$ cat config.mk
export PLATFORM = sky130hd
export DESIGN_NAME = sar_adc_ctrl_flat
export DESIGN_NICKNAME = d
export VERILOG_FILES = /design/src/rtl/sar_adc_ctrl_if.sv /design/src/rtl/sar_adc_ctrl.sv /design/src/flat_wrapper.sv
export SDC_FILE = /design/constraint.sdc
export NUM_CORES = 1
export LEC_CHECK = 0
export ABC_AREA = 1
export ABC_CLOCK_PERIOD_IN_PS = 1900
export CORE_MARGIN = 3
export CORE_UTILIZATION = 55
export DETAILED_ROUTE_END_ITERATION = 6
export GPL_TIMING_DRIVEN = 0
export HOLD_SLACK_MARGIN = 0.03
export PLACE_DENSITY = 0.79
export SLEW_MARGIN = 20
export SYNTH_ARGS = -nofsm -noshare
export SYNTH_HDL_FRONTEND = slang
export SYNTH_SLANG_ARGS = --single-unit
export TNS_END_PERCENT = 50
$ cat constraint.sdc
create_clock -name clk -period 1.9 [get_ports clk]
set_input_delay 0.38 -clock clk [delete_from_list [all_inputs] [get_ports clk]]
set_output_delay 0.38 -clock clk [all_outputs]
set_load 0.005 [all_outputs]
$ cat src/rtl/sar_adc_ctrl_if.sv
// SAR ADC controller bus: start/comparator in,
// sample/DAC code/status/result out.
interface sar_adc_ctrl_if #(
  parameter int NBITS = 8
);
  logic             start;
  logic             cmp;
  logic             sample;
  logic [NBITS-1:0] dac_code;
  logic             busy;
  logic             valid;
  logic [NBITS-1:0] result;

  modport master (
    output start,
    output cmp,
    input  sample,
    input  dac_code,
    input  busy,
    input  valid,
    input  result
  );

  modport slave (
    input  start,
    input  cmp,
    output sample,
    output dac_code,
    output busy,
    output valid,
    output result
  );
endinterface

$ cat src/rtl/sar_adc_ctrl.sv
// Successive-approximation ADC controller.
// Samples, resolves one bit per SETTLE cycles MSB first.
module sar_adc_ctrl #(
  parameter int NBITS  = 8,
  parameter int SAMPLE = 4,
  parameter int SETTLE = 2
) (
  input logic          clk,
  input logic          rst,
  sar_adc_ctrl_if.slave bus
);
  localparam int CMAX = (SAMPLE > SETTLE) ? SAMPLE : SETTLE;
  localparam int CW   = $clog2(CMAX + 1);
  localparam int IW   = $clog2(NBITS);

  typedef logic [NBITS-1:0] code_t;
  typedef enum logic [1:0] {
    IDLE,
    SAMP,
    TRIAL,
    DONE
  } state_t;

  localparam code_t ONE = code_t'(1);

  state_t  state_q, state_d;
  logic [CW-1:0] cnt_q, cnt_d;
  logic [IW-1:0] idx_q, idx_d;
  code_t   w_q, w_d;
  code_t   dac_q, dac_d;
  code_t   result_q, result_d;
  logic    sample_q, sample_d;
  logic    busy_q, busy_d;
  logic    valid_q, valid_d;
  code_t   w_set;

  // Work register with the current bit replaced by the comparator.
  always_comb begin
    w_set = w_q;
    w_set[idx_q] = bus.cmp;
  end

  // Next state and next registered outputs.
  always_comb begin
    state_d  = state_q;
    cnt_d    = cnt_q;
    idx_d    = idx_q;
    w_d      = w_q;
    dac_d    = dac_q;
    result_d = result_q;
    sample_d = sample_q;
    busy_d   = busy_q;
    valid_d  = 1'b0;
    unique case (state_q)
      IDLE, DONE: begin
        if (bus.start) begin
          state_d  = SAMP;
          cnt_d    = '0;
          sample_d = 1'b1;
          busy_d   = 1'b1;
          dac_d    = '0;
        end else begin
          state_d  = IDLE;
          sample_d = 1'b0;
          busy_d   = 1'b0;
        end
      end
      SAMP: begin
        if (cnt_q == CW'(SAMPLE - 1)) begin
          state_d  = TRIAL;
          cnt_d    = '0;
          idx_d    = IW'(NBITS - 1);
          w_d      = '0;
          sample_d = 1'b0;
          dac_d    = ONE << (NBITS - 1);
        end else begin
          cnt_d = cnt_q + CW'(1);
        end
      end
      TRIAL: begin
        if (cnt_q == CW'(SETTLE - 1)) begin
          cnt_d = '0;
          w_d   = w_set;
          if (idx_q == '0) begin
            state_d  = DONE;
            busy_d   = 1'b0;
            valid_d  = 1'b1;
            result_d = w_set;
            dac_d    = w_set;
          end else begin
            idx_d = idx_q - IW'(1);
            dac_d = w_set | (ONE << (idx_q - IW'(1)));
          end
        end else begin
          cnt_d = cnt_q + CW'(1);
        end
      end
      default: state_d = IDLE;
    endcase
  end

  // State register; reset wins over everything.
  always_ff @(posedge clk) begin
    if (rst) begin
      state_q  <= IDLE;
      cnt_q    <= '0;
      idx_q    <= IW'(NBITS - 1);
      w_q      <= '0;
      dac_q    <= '0;
      result_q <= '0;
      sample_q <= 1'b0;
      busy_q   <= 1'b0;
      valid_q  <= 1'b0;
    end else begin
      state_q  <= state_d;
      cnt_q    <= cnt_d;
      idx_q    <= idx_d;
      w_q      <= w_d;
      dac_q    <= dac_d;
      result_q <= result_d;
      sample_q <= sample_d;
      busy_q   <= busy_d;
      valid_q  <= valid_d;
    end
  end

  assign bus.sample   = sample_q;
  assign bus.dac_code = dac_q;
  assign bus.busy     = busy_q;
  assign bus.valid    = valid_q;
  assign bus.result   = result_q;
endmodule

$ cat src/flat_wrapper.sv
// flat-port wrapper written by rule: the top's interface ports become plain ports
module sar_adc_ctrl_flat 
#(
  parameter int NBITS  = 8,
  parameter int SAMPLE = 4,
  parameter int SETTLE = 2
)
  (clk, rst, bus_start, bus_cmp, bus_sample, bus_dac_code, bus_busy, bus_valid, bus_result);
  sar_adc_ctrl_if #(.NBITS(NBITS)) bus_i ();
  input logic clk;
  input logic rst;
  input wire logic [$bits(bus_i.start)-1:0] bus_start;
  input wire logic [$bits(bus_i.cmp)-1:0] bus_cmp;
  output wire logic [$bits(bus_i.sample)-1:0] bus_sample;
  output wire logic [$bits(bus_i.dac_code)-1:0] bus_dac_code;
  output wire logic [$bits(bus_i.busy)-1:0] bus_busy;
  output wire logic [$bits(bus_i.valid)-1:0] bus_valid;
  output wire logic [$bits(bus_i.result)-1:0] bus_result;
  assign bus_i.start = bus_start;
  assign bus_i.cmp = bus_cmp;
  assign bus_sample = bus_i.sample;
  assign bus_dac_code = bus_i.dac_code;
  assign bus_busy = bus_i.busy;
  assign bus_valid = bus_i.valid;
  assign bus_result = bus_i.result;
  sar_adc_ctrl #(.NBITS(NBITS), .SAMPLE(SAMPLE), .SETTLE(SETTLE)) u_core (.clk(clk), .rst(rst), .bus(bus_i));
endmodule
Word-level counts from Yosys, hierarchy flattened. Cells that the tools add are included.

Add/subtract/negate cells: 2. Multiply operators: 0. Divide/modulo/power cells: 0. Order comparisons: 2. Eq/ne operators: 10. Shift operators: 1. Mux-type cells: 31. Bitwise operators: 3. Reduce and logical (&&, ||, !) cells: 15.

Operators by type and width (number): two-way mux 8 bit (6); case mux 8 bit (3 select lines) (1); two-way mux 3 bit (6); case mux 8 bit (2 select lines) (1); AND reduction 3 bit (5); case mux 3 bit (3 select lines) (1); bitwise mux 8 bit (1); OR 8 bit (1); << shifter 1 x 3 -> 8 bit, first input constant (1); two-way mux 1 bit (7); two-way mux 2 bit (3); inequality test 2 x 1 -> 1 bit, second input constant (3); case mux 2 bit (3 select lines) (1); case mux 3 bit (2 select lines) (1); nonzero test 2 bit (3); equality test 2 bit, second input constant (2); < comparator 3 x 4 -> 1 bit, second input constant (1); inequality test 2 bit, second input constant (2); case mux 1 bit (2 select lines) (2); AND reduction 4 bit (1); adder 3 x 1 -> 3 bit, second input constant (1); demux 1 bit (select 3 bit) (1); equality test 3 x 1 -> 1 bit, second input constant (1); equality test 3 x 2 -> 1 bit, second input constant (1); other kinds (10) (11).

Bits in registers: 35. Bits in latches: 0. Bits in writable memories: 0. Memory bits (read-only): 0. Input bits: 4. Output and inout port bits: 19. Logic and storage cells: 73. Memories: 0.

Logic depth before layout (Yosys ltp). Gate-level depths: netlist (run 1).

Depth after elaboration: 9. Depth in mapped cells: 11. Gate-level depth less buffers: 10.

Worst setup path before layout (run 1). OpenSTA, ideal clock, no wires.

Path kind: flip-flop to flip-flop. Start point: register u_core.idx_q[1]. End point: register u_core.busy_q (netlist: u_core.bus.busy). Library setup time: 0.128 ns. Arrival: 1.501 ns. Required time: 1.772 ns. Slack: 0.272 ns. Stages on the path, launching flop included: 11. Buffers on the path: 1. Clock period less this slack: 1.628 ns. Cell sequence: dfxtp_1 -> buf_2 -> inv_1 -> ha_1 -> inv_1 -> nor2_4 -> nand4_2 -> o21ai_0 -> nand2_1 -> o21ai_0 -> nor2_1.

Longest elaborated chain between the ends: 3.

Ends and longest elaborated chain: start: declaration (RTL line sar_adc_ctrl.sv:28) `logic [IW-1:0] idx_q, idx_d;`; start signal: assignment (RTL line sar_adc_ctrl.sv:107) `idx_q <= IW'(NBITS - 1);`; start signal: assignment (RTL line sar_adc_ctrl.sv:117) `idx_q <= idx_d;`; zero test 3 bit (RTL line sar_adc_ctrl.sv:84) `if (idx_q == '0) begin`; inequality test 2 x 1 -> 1 bit (no source line); AND reduction 3 bit (no source line); end signal: assignment (RTL line sar_adc_ctrl.sv:122) `busy_q <= busy_d;`; end: declaration (RTL line sar_adc_ctrl.sv:33) `logic busy_q, busy_d;`.

Every way passes these cells. A chain may end at the register's enable or synchronous reset.

Final worst setup path (run 1).
Start point: register u_core.idx_q[1]. End point: register u_core.result_q[2] (netlist: u_core.bus.result[2]).

Longest elaborated chain between the ends: 5. Elaborated cells between the ends (all ways): 8. Those cells by class: order compare: 2; mux: 3; reduce/logical: 3.

Ends and longest elaborated chain: < comparator 3 x 4 -> 1 bit (implied by the code) or >= comparator 3 x 1 -> 1 bit (tied branches) (RTL line sar_adc_ctrl.sv:40) `w_set[idx_q] = bus.cmp;`; logical AND 1 bit (implied by the code) (RTL line sar_adc_ctrl.sv:40); two-way mux 1 bit (implied by the code) (RTL line sar_adc_ctrl.sv:40); demux 1 bit (select 3 bit); bitwise mux 8 bit (RTL line sar_adc_ctrl.sv:40); end signal: assignment (RTL line sar_adc_ctrl.sv:120) `result_q <= result_d;`; end: declaration (RTL line sar_adc_ctrl.sv:31) `code_t result_q, result_d;`.

Parallel ways exist; a longest one is shown, timed or not.

==> Flow_metrics.wiki, run 1 <==
{| class="wikitable"
! Metric !! Value
|-
| Die Y || roughly 64 um
|-
| Number of hold buffers added after CTS || 0
|-
| Logic pwr share || between 40% and 50%
|-
| Total clock buffers created by CTS || 5
|-
| Switching share of power || between 40% and 50%
|-
| Switch Pwr || approximately 0.0012 W
|-
| Placeable Area || between 3000 and 4000 um2
|-
| Remaining number of nets flagged by the antenna check after routing || 0
|-
| Data arrival time of the critical path || 2040 ps
|-
| Max Cap Violations || 0
|-
| Rows || 20
|-
| Remaining routing DRC violations || 0
|-
| Post-DP HPWL || around 3.2 mm
|-
| Share of Yosys cell area claimed by the top area cell type || 37.2%
|-
| Shortest clock period the worst path allows after layout || between 1500 and 2000 ps
|-
| DRT Wirelength || approximately 4.4 mm
|-
| Average wire per standard cell || 13.0 um
|-
| Clock tree from TritonCTS || yes
|-
| Max incr delay on CP || 350 ps
|-
| Final layout net count || 310
|-
| Number of design-rule violations left by the first detailed-router iteration || around 140
|-
| YS warnings || 0
|-
| Vias || around 1.8k
|-
| Sum Neg Setup Slack || 0 ps
|-
| Clk buf depth || 2
|-
| Transition time at the pin with the least slew margin || around 540 ps
|-
| Net count after synthesis || 280
|-
| Clock latency at the later pin of the worst-skew pair || between 300 and 400 ps
|-
| Final cycle utilization of the critical path || between 90% and 100%
|-
| Slowest cell on crit path || dfxtp_2
|-
| Crit path buffers/inverters || 4
|-
| Internal power || 0.00169 W
|-
| GRT overflow || 0
|-
| Inst Count DP || roughly 330
|-
| Clock network fraction of design power || 23.8%
|-
| Type of the setup path with the least slack || reg2reg
|-
| Clock tree skew after final layout || 11.7 ps
|-
| Final Non-Filler Cells || between 300 and 400
|-
| Effective utilization at floorplan || approximately three fifths
|-
| Sequence of cells on the critical path || clkbuf_4 -> inv_4 -> ha_2 -> inv_1 -> nor2_4 -> nand4_4 -> buf_4 -> a21oi_1 -> nor2_1
|-
| Maximum operating frequency || around 560 MHz
|-
| Count of clock tree sinks || 35
|-
| Clock transition at the registers of the reported paths || 120 ps
|-
| Number of slew-limit violations in the final report || 0
|-
| Share of synthesized area occupied by flip-flops and latches || between 30% and 40%
|-
| Fill cell instance count of the final layout || about 270
|-
| Synth cell types || 28
|-
| Required arrival time at the worst endpoint || around 2200 ps
|-
| Share of synthesized registers carrying an async set or reset || 0%
|-
| Cells after synthesis || approximately 260
|-
| Critical path peak fanout || 9
|-
| Commonest cells after routing, fill and taps aside || 66 x nand2_1, 34 x dfxtp_1, 31 x a21oi_1, 25 x nand3_1
|-
| Routability congestion estimate from global placement || 0.934
|-
| Count of state elements after synthesis || 35
|-
| Largest net degree at the start of global routing || 13
|-
| Worst setup SP type || register
|-
| Biggest area contributors in the synthesized netlist || dfxtp_1 37%, nand2_1 13%, a21oi_1 8.2%
|-
| CP delay by family, top || buffers and inverters
|-
| Worst relative slew slack || between 60% and 70%
|-
| Post-Synthesis Cell Area || between 1500 and 2000 um2
|-
| Wire length of the first global-routing pass || 7.53 mm
|-
| Number of failing hold endpoints at the final stage || 0
|-
| Power, Total || approximately 0.0029 W
|-
| Via count of the first global-routing pass || around 1.7k
|-
| Number of port buffers || 21
|-
| Antenna violations before repair || 0
|-
| H-Tree Depth || 2
|-
| Static power due to leakage || approximately 0.93 nW
|-
| I/O pin count || 23
|-
| Die footprint || between 4000 and 5000 um2
|-
| Most frequent standard cell in the layout excluding fill and tap cells || nand2_1
|-
| Class of the tightest hold or removal check || in2reg
|-
| CTS Root Buffer Type || clkbuf_4
|-
| Via density || approximately 5.3
|-
| Power per cell area || ~1200 nW/um2
|-
| Endpoint kind of the worst setup timing path || register
|-
| EDFF count, synth || 0
|-
| Fraction of layout cells with a size suffix above 1 || approximately 14%
|-
| Outcome || complete, no violations
|-
| Total track usage || 23.2%
|-
| First-pass iteration count of the detailed router || 4
|-
| Die Width || roughly 64 um
|-
| Cell type with the highest aggregate area in the netlist || dfxtp_1
|-
| Worst vdd ir || slightly below 0.001 V
|-
| Layout area overhead || 22.1%
|-
| Mean instance size in the synthesized netlist || about 7.1 um2
|-
| Most used flip-flop cell after synthesis || dfxtp_1
|-
| Ant diodes || 0
|-
| Proportion of power drawn by flip-flops and latches || a little under a third
|-
| Finish-stage setup viols || 0
|}
==> power groups by stage <==
stage | clock network (W) | logic [W] | registers (W)
floorplan | 0 | 0.000925 | 0.000901
global placement | 0 | 0.00122 | 0.000907
detailed placement | 0 | 0.00123 | 0.000911
CTS | 0.000684 | 0.00125 | 0.000894
global route | 0.000725 | 0.00144 | 0.000910
finish | 0.000684 | 0.00129 | 0.000899
==> final cells by class <==
type / instances / area, um2 / area share, %
Tap cell: 44 / 55.1 / 2.40
Timing Repair Buffer: 23 / 225 / 9.80
Sequential cell: 35 / 702 / 30.5
Inverter: 30 / 123 / 5.33
Clock buffer: 5 / 37.5 / 1.63
Clock inverter: 3 / 67.6 / 2.94
Multi-Input combinational cell: 189 / 1010 / 44.1
Buffer: 10 / 75.1 / 3.27
==> worst paths after layout <==
| kind | from | end | slack, ps | cells past startpoint |
|---|---|---|---|---|
| hold / removal | rst | u_core.cnt_q[1] | 420 | 2 |
| hold reg to reg | u_core.w_q[0] | u_core.w_q[0] | 470 | 2 |
| setup / recovery | u_core.idx_q[1] | u_core.bus.result[2] | 120 | 9 |
| setup reg to reg | u_core.idx_q[1] | u_core.bus.result[2] | 120 | 9 |
==> state kept, by name, summed over array words and instances, names as in the netlist <==
name and cells:
u_core.state_q 2, u_core.bus.busy 1, u_core.bus.result 8, u_core.cnt_q 3
u_core.bus.valid 1, u_core.idx_q 3, u_core.w_q 8, u_core.bus.sample 1
u_core.bus.dac_code 8
==> worst reg2reg max path, delay by kind of cell (launching register included) <==
kind / cells / cell delay [ps]
AO/OA/AOI/OAI: 1 / 120
adder cells (fa/ha/maj): 1 / 200
buffers and inverters: 4 / 560
flip-flops: 1 / 350
AND/OR/NAND/NOR: 3 / 450
==> per-layer routing <==
layer | track usage, % | vias to the layer above | part of all wire [%]
li1 | - | 935 | -
met1 | 32.9 | 820 | 51
met2 | 33.5 | 45 | 43
met3 | 5.55 | 9 | 3.9
met4 | 9.50 | 0 | 1.9
met5 | 0 | - | 0
==> synthesized netlist by cell type, types with 3 or more instances <==
library cell / count
inv_1: 23
dfxtp_1: 35
inv_2: 6
nor2_1: 14
a21oi_1: 31
o21ai_0: 14
nand4_1: 9
nand3_1: 25
nand2_1: 66
ha_1: 12
clkbuf_1: 3
buf_6: 3
nor2_2: 3
==> metrics by stage <==
step	util (%)	worst slack [ps]	instance area [um2]	hold WS [ps]
2_1_floorplan	-	272	1880	443
3_3_place_gp	68.1	-66.7	2150	452
3_5_place_dp	68.1	-62.1	2150	455
4_1_cts	71.7	39.4	2260	415
5_1_grt	72.9	-11.9	2300	432
6_report	72.9	116	2300	421
==> logic make-up after synthesis <==
family          after synthesis  share of synthesized area [%]
flops                        35                           37.2
simple gates                124                           29.9
fa+ha+maj                    12                           7.98
buf+inv                      40                           9.71
compound gates               53                           15.2
==> repair_timing <==
| action | in CTS | in global routing |
|---|---|---|
| setup buffers | 0 | 2 |
| pin swaps | 0 | 2 |
| resized for setup | 2 | 12 |
| setup endpoints to repair | 9 | 11 |
Note: power is estimated with default switching activity, not from simulation.
==> run 2: changes to the inputs <==
--- a/config.mk
+++ b/config.mk
@@ -11,7 +11,6 @@
 export CORE_UTILIZATION = 55
 export DETAILED_ROUTE_END_ITERATION = 6
 export GPL_TIMING_DRIVEN = 0
-export HOLD_SLACK_MARGIN = 0.03
 export PLACE_DENSITY = 0.79
 export SLEW_MARGIN = 20
 export SYNTH_ARGS = -nofsm -noshare
==> results of run 2 <==
Final layout, timing and power as in run 1 (identical DEF).
